### config.mk
export PLATFORM = sky130hd
export DESIGN_NAME = regwb_arbiter
export DESIGN_NICKNAME = d
export VERILOG_FILES = /design/src/rtl/regwb_pkg.sv /design/src/rtl/rr_arbiter.sv /design/src/rtl/regwb_arbiter.sv
export SDC_FILE = /design/constraint.sdc
export NUM_CORES = 1
export LEC_CHECK = 0
export ABC_AREA = 1
export BUFFER_PORTS_ARGS = -buffer_cell sky130_fd_sc_hd__buf_2
export CAP_MARGIN = 20
export CORE_ASPECT_RATIO = 0.8
export CORE_UTILIZATION = 35
export CTS_BUF_LIST = sky130_fd_sc_hd__clkbuf_16
export CTS_CLUSTER_SIZE = 16
export DETAILED_ROUTE_END_ITERATION = 16
export PLACE_DENSITY = 0.65
export REMOVE_ABC_BUFFERS = 1
export SLEW_MARGIN = 10
export SYNTH_ARGS = -nofsm -noshare
export SYNTH_HDL_FRONTEND = slang
export SYNTH_SLANG_ARGS = --single-unit
### constraint.sdc
create_clock -name Clock -period 2.5 [get_ports Clock]
set_clock_uncertainty 0.15 [all_clocks]
set_input_delay 0.375 -clock Clock [delete_from_list [all_inputs] [get_ports Clock]]
set_output_delay 0.375 -clock Clock [all_outputs]
set_load 0.01 [all_outputs]
### src/rtl/regwb_pkg.sv
// Shared types and constants for the register-file writeback arbiter.
package regwb_pkg;

  localparam int AW     = 5;
  localparam int DW     = 32;
  localparam int NREGS  = 32;
  localparam int STAT_W = 16;

  localparam logic [AW-1:0] ZERO_ADDR = '0;

  typedef enum logic {
    EMPTY = 1'b0,
    FULL  = 1'b1
  } slot_state_t;

  // Statistics counters stick at all-ones instead of wrapping.
  function automatic logic [STAT_W-1:0] sat_inc(input logic [STAT_W-1:0] v);
    return (&v) ? v : v + {{(STAT_W-1){1'b0}}, 1'b1};
  endfunction

endpackage

### src/rtl/rr_arbiter.sv
// Combinational round-robin pick: searches from ptr upward, wraps at N, and
// proposes the pointer that follows the winner (unchanged when nobody requests).
module rr_arbiter #(
  parameter int N = 2
) (
  input  logic [N-1:0] req,
  input  logic [1:0]   ptr,
  output logic [N-1:0] gnt,
  output logic [1:0]   gnt_idx,
  output logic         found,
  output logic [1:0]   ptr_next
);

  int slot;

  always_comb begin
    gnt      = '0;
    gnt_idx  = '0;
    found    = 1'b0;
    ptr_next = ptr;
    slot     = 0;
    for (int i = 0; i < N; i++) begin
      slot = int'(ptr) + i;
      if (slot >= N) slot = slot - N;
      for (int j = 0; j < N; j++) begin
        if (!found && (slot == j) && req[j]) begin
          found    = 1'b1;
          gnt[j]   = 1'b1;
          gnt_idx  = 2'(j);
          ptr_next = (j == N - 1) ? 2'd0 : 2'(j + 1);
        end
      end
    end
  end

endmodule

### src/rtl/regwb_arbiter.sv
// Funnels NREQ writeback requesters into the single register-file write port.
// Optional REGWB_STATS_EN adds saturating stall_cnt / write_cnt outputs.
//
// Handshake: requester i transfers on a rising edge where req_valid[i] and
// req_ready[i] are both 1; addr/data are sampled only then, and req_ready[i]
// never depends on req_valid[i] itself.
module regwb_arbiter
  import regwb_pkg::*;
#(
  parameter int NREQ = 2,
  parameter int AW   = regwb_pkg::AW,
  parameter int DW   = regwb_pkg::DW
) (
  input  logic                Clock,
  input  logic                Reset,
  input  logic [NREQ-1:0]     req_valid,
  input  logic [NREQ*AW-1:0]  req_addr,
  input  logic [NREQ*DW-1:0]  req_data,
  output logic [NREQ-1:0]     req_ready,
  output logic                RegWrite,
  output logic [AW-1:0]       WriteAddr,
  output logic [DW-1:0]       WriteData,
  output logic [1:0]          grant_id,
  output logic [2**AW-1:0]    pending
`ifdef REGWB_STATS_EN
  ,
  output logic [STAT_W-1:0]   stall_cnt,
  output logic [STAT_W-1:0]   write_cnt
`endif
);

  // Per-slot state; slot_q is the FSM state vector to probe in debug.
  slot_state_t [NREQ-1:0] slot_q;
  logic [AW-1:0]          slot_addr_q [NREQ];
  logic [DW-1:0]          slot_data_q [NREQ];
  logic [1:0]             ptr_q;
  logic [1:0]             ptr_next;

  logic [NREQ-1:0]        full;
  logic [NREQ-1:0]        gnt;
  logic [NREQ-1:0]        acc;
  logic [1:0]             gnt_idx;
  logic                   any_full;
  logic                   conflict;

  always_comb begin
    full = '0;
    for (int i = 0; i < NREQ; i++) full[i] = (slot_q[i] == FULL);
  end

  rr_arbiter #(.N(NREQ)) u_rr (
    .req      (full),
    .ptr      (ptr_q),
    .gnt      (gnt),
    .gnt_idx  (gnt_idx),
    .found    (any_full),
    .ptr_next (ptr_next)
  );

  // Acceptance is resolved in index order so a lower requester that is taken
  // this cycle blocks a higher one aimed at the same register.
  always_comb begin
    req_ready = '0;
    acc       = '0;
    conflict  = 1'b0;
    for (int i = 0; i < NREQ; i++) begin
      conflict = 1'b0;
      if (req_addr[i*AW +: AW] != AW'(ZERO_ADDR)) begin
        for (int j = 0; j < NREQ; j++) begin
          if ((j != i) && full[j] && !gnt[j] &&
              (slot_addr_q[j] == req_addr[i*AW +: AW]))
            conflict = 1'b1;
          if ((j < i) && acc[j] &&
              (req_addr[j*AW +: AW] == req_addr[i*AW +: AW]))
            conflict = 1'b1;
        end
      end
      req_ready[i] = Reset && (!full[i] || gnt[i]) && !conflict;
      acc[i]       = req_valid[i] && req_ready[i];
    end
  end

  always_comb begin
    RegWrite  = any_full;
    WriteAddr = '0;
    WriteData = '0;
    grant_id  = any_full ? gnt_idx : 2'd0;
    pending   = '0;
    for (int j = 0; j < NREQ; j++) begin
      if (gnt[j]) begin
        WriteAddr = slot_addr_q[j];
        WriteData = slot_data_q[j];
      end
      if (full[j]) pending[slot_addr_q[j]] = 1'b1;
    end
  end

  // Writes to register 0 are swallowed: accepted but never loaded into a slot.
  always_ff @(posedge Clock or negedge Reset) begin
    if (!Reset) begin
      ptr_q <= '0;
      for (int i = 0; i < NREQ; i++) begin
        slot_q[i]      <= EMPTY;
        slot_addr_q[i] <= '0;
        slot_data_q[i] <= '0;
      end
    end else begin
      ptr_q <= ptr_next;
      for (int i = 0; i < NREQ; i++) begin
        if (acc[i] && (req_addr[i*AW +: AW] != AW'(ZERO_ADDR))) begin
          slot_q[i]      <= FULL;
          slot_addr_q[i] <= req_addr[i*AW +: AW];
          slot_data_q[i] <= req_data[i*DW +: DW];
        end else if (acc[i] || gnt[i]) begin
          slot_q[i] <= EMPTY;
        end
      end
    end
  end

`ifdef REGWB_STATS_EN
  always_ff @(posedge Clock or negedge Reset) begin
    if (!Reset) begin
      stall_cnt <= '0;
      write_cnt <= '0;
    end else begin
      if (|(req_valid & ~req_ready)) stall_cnt <= sat_inc(stall_cnt);
      if (RegWrite)                  write_cnt <= sat_inc(write_cnt);
    end
  end
`endif

endmodule

==> impl_metrics.csv <==
group,metric,value,unit
outcome,outcome,"complete, no violations",
route,first_pass_iters,5,
placed_design,gp_congestion,0.858,
run,max-cap-violations,0,
clocking,clk_root_buffer_cell,"clkbuf_16",
floorplan,rows,35,
global_routing,overflow,0,
power_and_ir_drop,ir_drop,0.362,mV
critical_path,max_stage_delay,480,ps
clocking,cts_buffer_depth,2,
clocking,h-tree-depth,3,
critical_path,critPathKind,"reg2out",
route,drtIter0Drc,264,
yosys,ys.flop_type,"dfrtp_1",
clocking,cts_inserted_buffers,9,
critical_path,crit_arrival,1870,ps
clocking,cts_tree,"built",
sta,finalSetupViolations,0,
yosys,synth_common_cells,"nand2_1 (91), dfrtp_1 (77), inv_1 (57), o21ai_0 (44), a22o_1 (32)",
route,wirelength,11900,µm
critical_path,cp-start-kind,"register",
critical_path,slowest_stage,"dfrtp_1",
final_layout,area_growth,28.2,%
route,vias,3806,
global_routing,grt.total_usage,0.192,
sta,min_period,2390,ps
floorplan,die_x,126,µm
critical_path,path_max_fanout,7,
yosys,ys_async_sr_fraction,1.00,
yosys,ys_ff_latch,77,
floorplan,die_h,102,µm
yosys,synth_edf_count,0,
placed_design,dp_cells,755,
route,viasPerCell,4.93,
route,wl_per_cell,15.5,µm
hold_path,min_path_type,"in2reg",
sta,tns,0,ps
placed_design,portBuffers,150,
final_layout,fin_cells,772,
floorplan,die-area,0.0128,mm²
yosys,yosysWarningCount,0,
sta,rsz0062_at_grt,"no",
yosys,syn_area_per_cell,9.32,µm²
floorplan,initial_core_util,0.368,
clocking,cts.sinks,77,
critical_path,crit_required,1980,ps
placed_design,dpl_worst_slack,243,ps
floorplan,core,0.0118,mm²
yosys,yosysSeqAreaShare,0.444,
yosys,synth_cell_types,31,
floorplan,ios,152,
power_and_ir_drop,p_leak,3.00,nW
global_routing,grt_max_degree,42,
final_layout,nets,698,
route,drc,0,
global_routing,grt_pass1_wl,19100,µm
global_routing,antenna_found_initial,0,
sta,fmax,0.418,GHz
final_layout,diodes,0,
sta,final.setup.worst_slack,108,ps
sta,hold_viol_final,0,
sta,final_max_slew_viol_count,0,
sta,slew_headroom,0.592,
clocking,worstSkewPairLatency,330,ps
critical_path,endpoint_kind,"output port",
yosys,synth_area_leaders,"dfrtp_1 (44%), mux2_4 (10%), nand2_1 (7.9%)",
yosys,syn_inst,465,
placed_design,post-dp-hpwl,8850,µm
clocking,clk_pin_slew,60,ps
final_layout,drive_gt1_frac,0.417,
route,antenna_left,0,
yosys,synth_top_area_share,0.444,
sta,period_share,0.957,
critical_path,crit_top_cell,"nand2_1",
yosys,synth_most_common_cell,"nand2_1",
sta,hold_slack,122,ps
yosys,synth.largest_area_cell,"dfrtp_1",
yosys,synth_area,0.00434,mm²
sta,tightest_slew,609,ps
critical_path,path_cells,"xnor2_1 -> nand2_1 -> nor2_4 -> nand2_1 -> nand4_1 -> nand2_1 -> a21oi_1 -> buf_2",
power_and_ir_drop,p_per_area,692,mW/mm²
global_routing,grt_pass1_vias,3711,
cell usage in the layout, fill, tap and decap left out, drive strengths merged:
cell type,Yosys,routed
nand4,3,3
nand3,16,16
clkbuf,7,9
nand3b,1,1
o21ai,74,74
dfrtp,77,77
xnor2,6,6
bufinv,0,1
o22ai,5,5
buf,15,165
a21oi,5,5
inv,62,63
nor3,11,11
conb,1,1
nand2,109,109
a22o,32,32
nor2,7,7
dlygate4sd3,0,1
clkinv,0,4
xor2,2,2
mux2,32,32
sequential cells by signal, indices dropped and copies added, names as in the netlist:
signal,cells
slot_data_q,64
ptr_q,1
full,2
slot_addr_q,10
worst max-delay path: cells and delay by family (launching register included):
family / cells / cell delay (ps)
AOI/OAI and AO/OA: 1 / 180
xor gates and xnor gates: 1 / 210
buffers and inverters: 1 / 160
DFF: 1 / 480
and+or+nand+nor: 5 / 510
final timing paths:
| path | depth (start not counted) | slack [ps] | endpoint | from |
|---|---|---|---|---|
| max | 8 | 110 | req_ready[1] | slot_addr_q[3]$_DFFE_PN0P_ |
| min | 2 | 120 | slot_data_q[39]$_DFFE_PN0P_ | req_data[7] |
| max reg2reg | 11 | 340 | slot_data_q[0]$_DFFE_PN0P_ | full[1]$_DFFE_PN0P_ |
| min reg2reg | 2 | 340 | slot_data_q[27]$_DFFE_PN0P_ | slot_data_q[27]$_DFFE_PN0P_ |
| max in group asynchronous | 4 | 790 | slot_data_q[11]$_DFFE_PN0P_ | Reset |
| min in group asynchronous | 3 | 510 | ptr_q[0]$_DFFE_PN0P_ | Reset |
power by group:
| part | internal [W] | switching [W] | total (W) |
|---|---|---|---|
| combinational | 0.000462 | 0.000516 | 0.000979 |
| sequential | 0.00145 | 0.000158 | 0.00161 |
| clock | 0.000758 | 0.000500 | 0.00126 |
| total | 0.00267 | 0.00117 | 0.00385 |
cells by family after synthesis:
| group | share of synthesized area |
|---|---|
| AND/OR/NAND/NOR | 0.157 |
| AO/OA/AOI/OAI | 0.183 |
| buffers and inverters | 0.0900 |
| flip-flops | 0.444 |
| multiplexers | 0.108 |
| XOR/XNOR | 0.0162 |
| other | 0.000865 |
layer usage:
metal  up-vias  global-route usage  wire length (µm)
met5         -                   0                 0
met4         0              0.0454                51
met3         6              0.0433               766
met2       150               0.300              5480
met1      1795               0.272              5630
li1       1855                   -                 -
cell type report:
type / count / area, µm²
Fill cell: 1176 / 6220
Inverter: 62 / 233
Timing Repair Buffer: 166 / 913
Tap cell: 148 / 185
Clock buffer: 9 / 225
Sequential cell: 77 / 1930
Clock inverter: 6 / 56.3
Multi-Input combinational cell: 304 / 2020
per-stage QoR:
stage               area [µm²]   util  total power [W]
finish                    5560  0.472          0.00385
global route              5560  0.472          0.00406
CTS                       5550  0.471          0.00389
detailed placement        5260  0.446          0.00260
global placement          5260  0.446          0.00257
floorplan                 4180      -          0.00220
timing repair:
item | in CTS | in global routing
endpoints found under the setup margin | 0 | 1
gates resized for setup | 0 | 1
buffers inserted | 0 | 1
hold endpoints to repair | 36 | 0
hold buffers | 1 | 0
No activity file was read; power rests on OpenSTA's default activity.
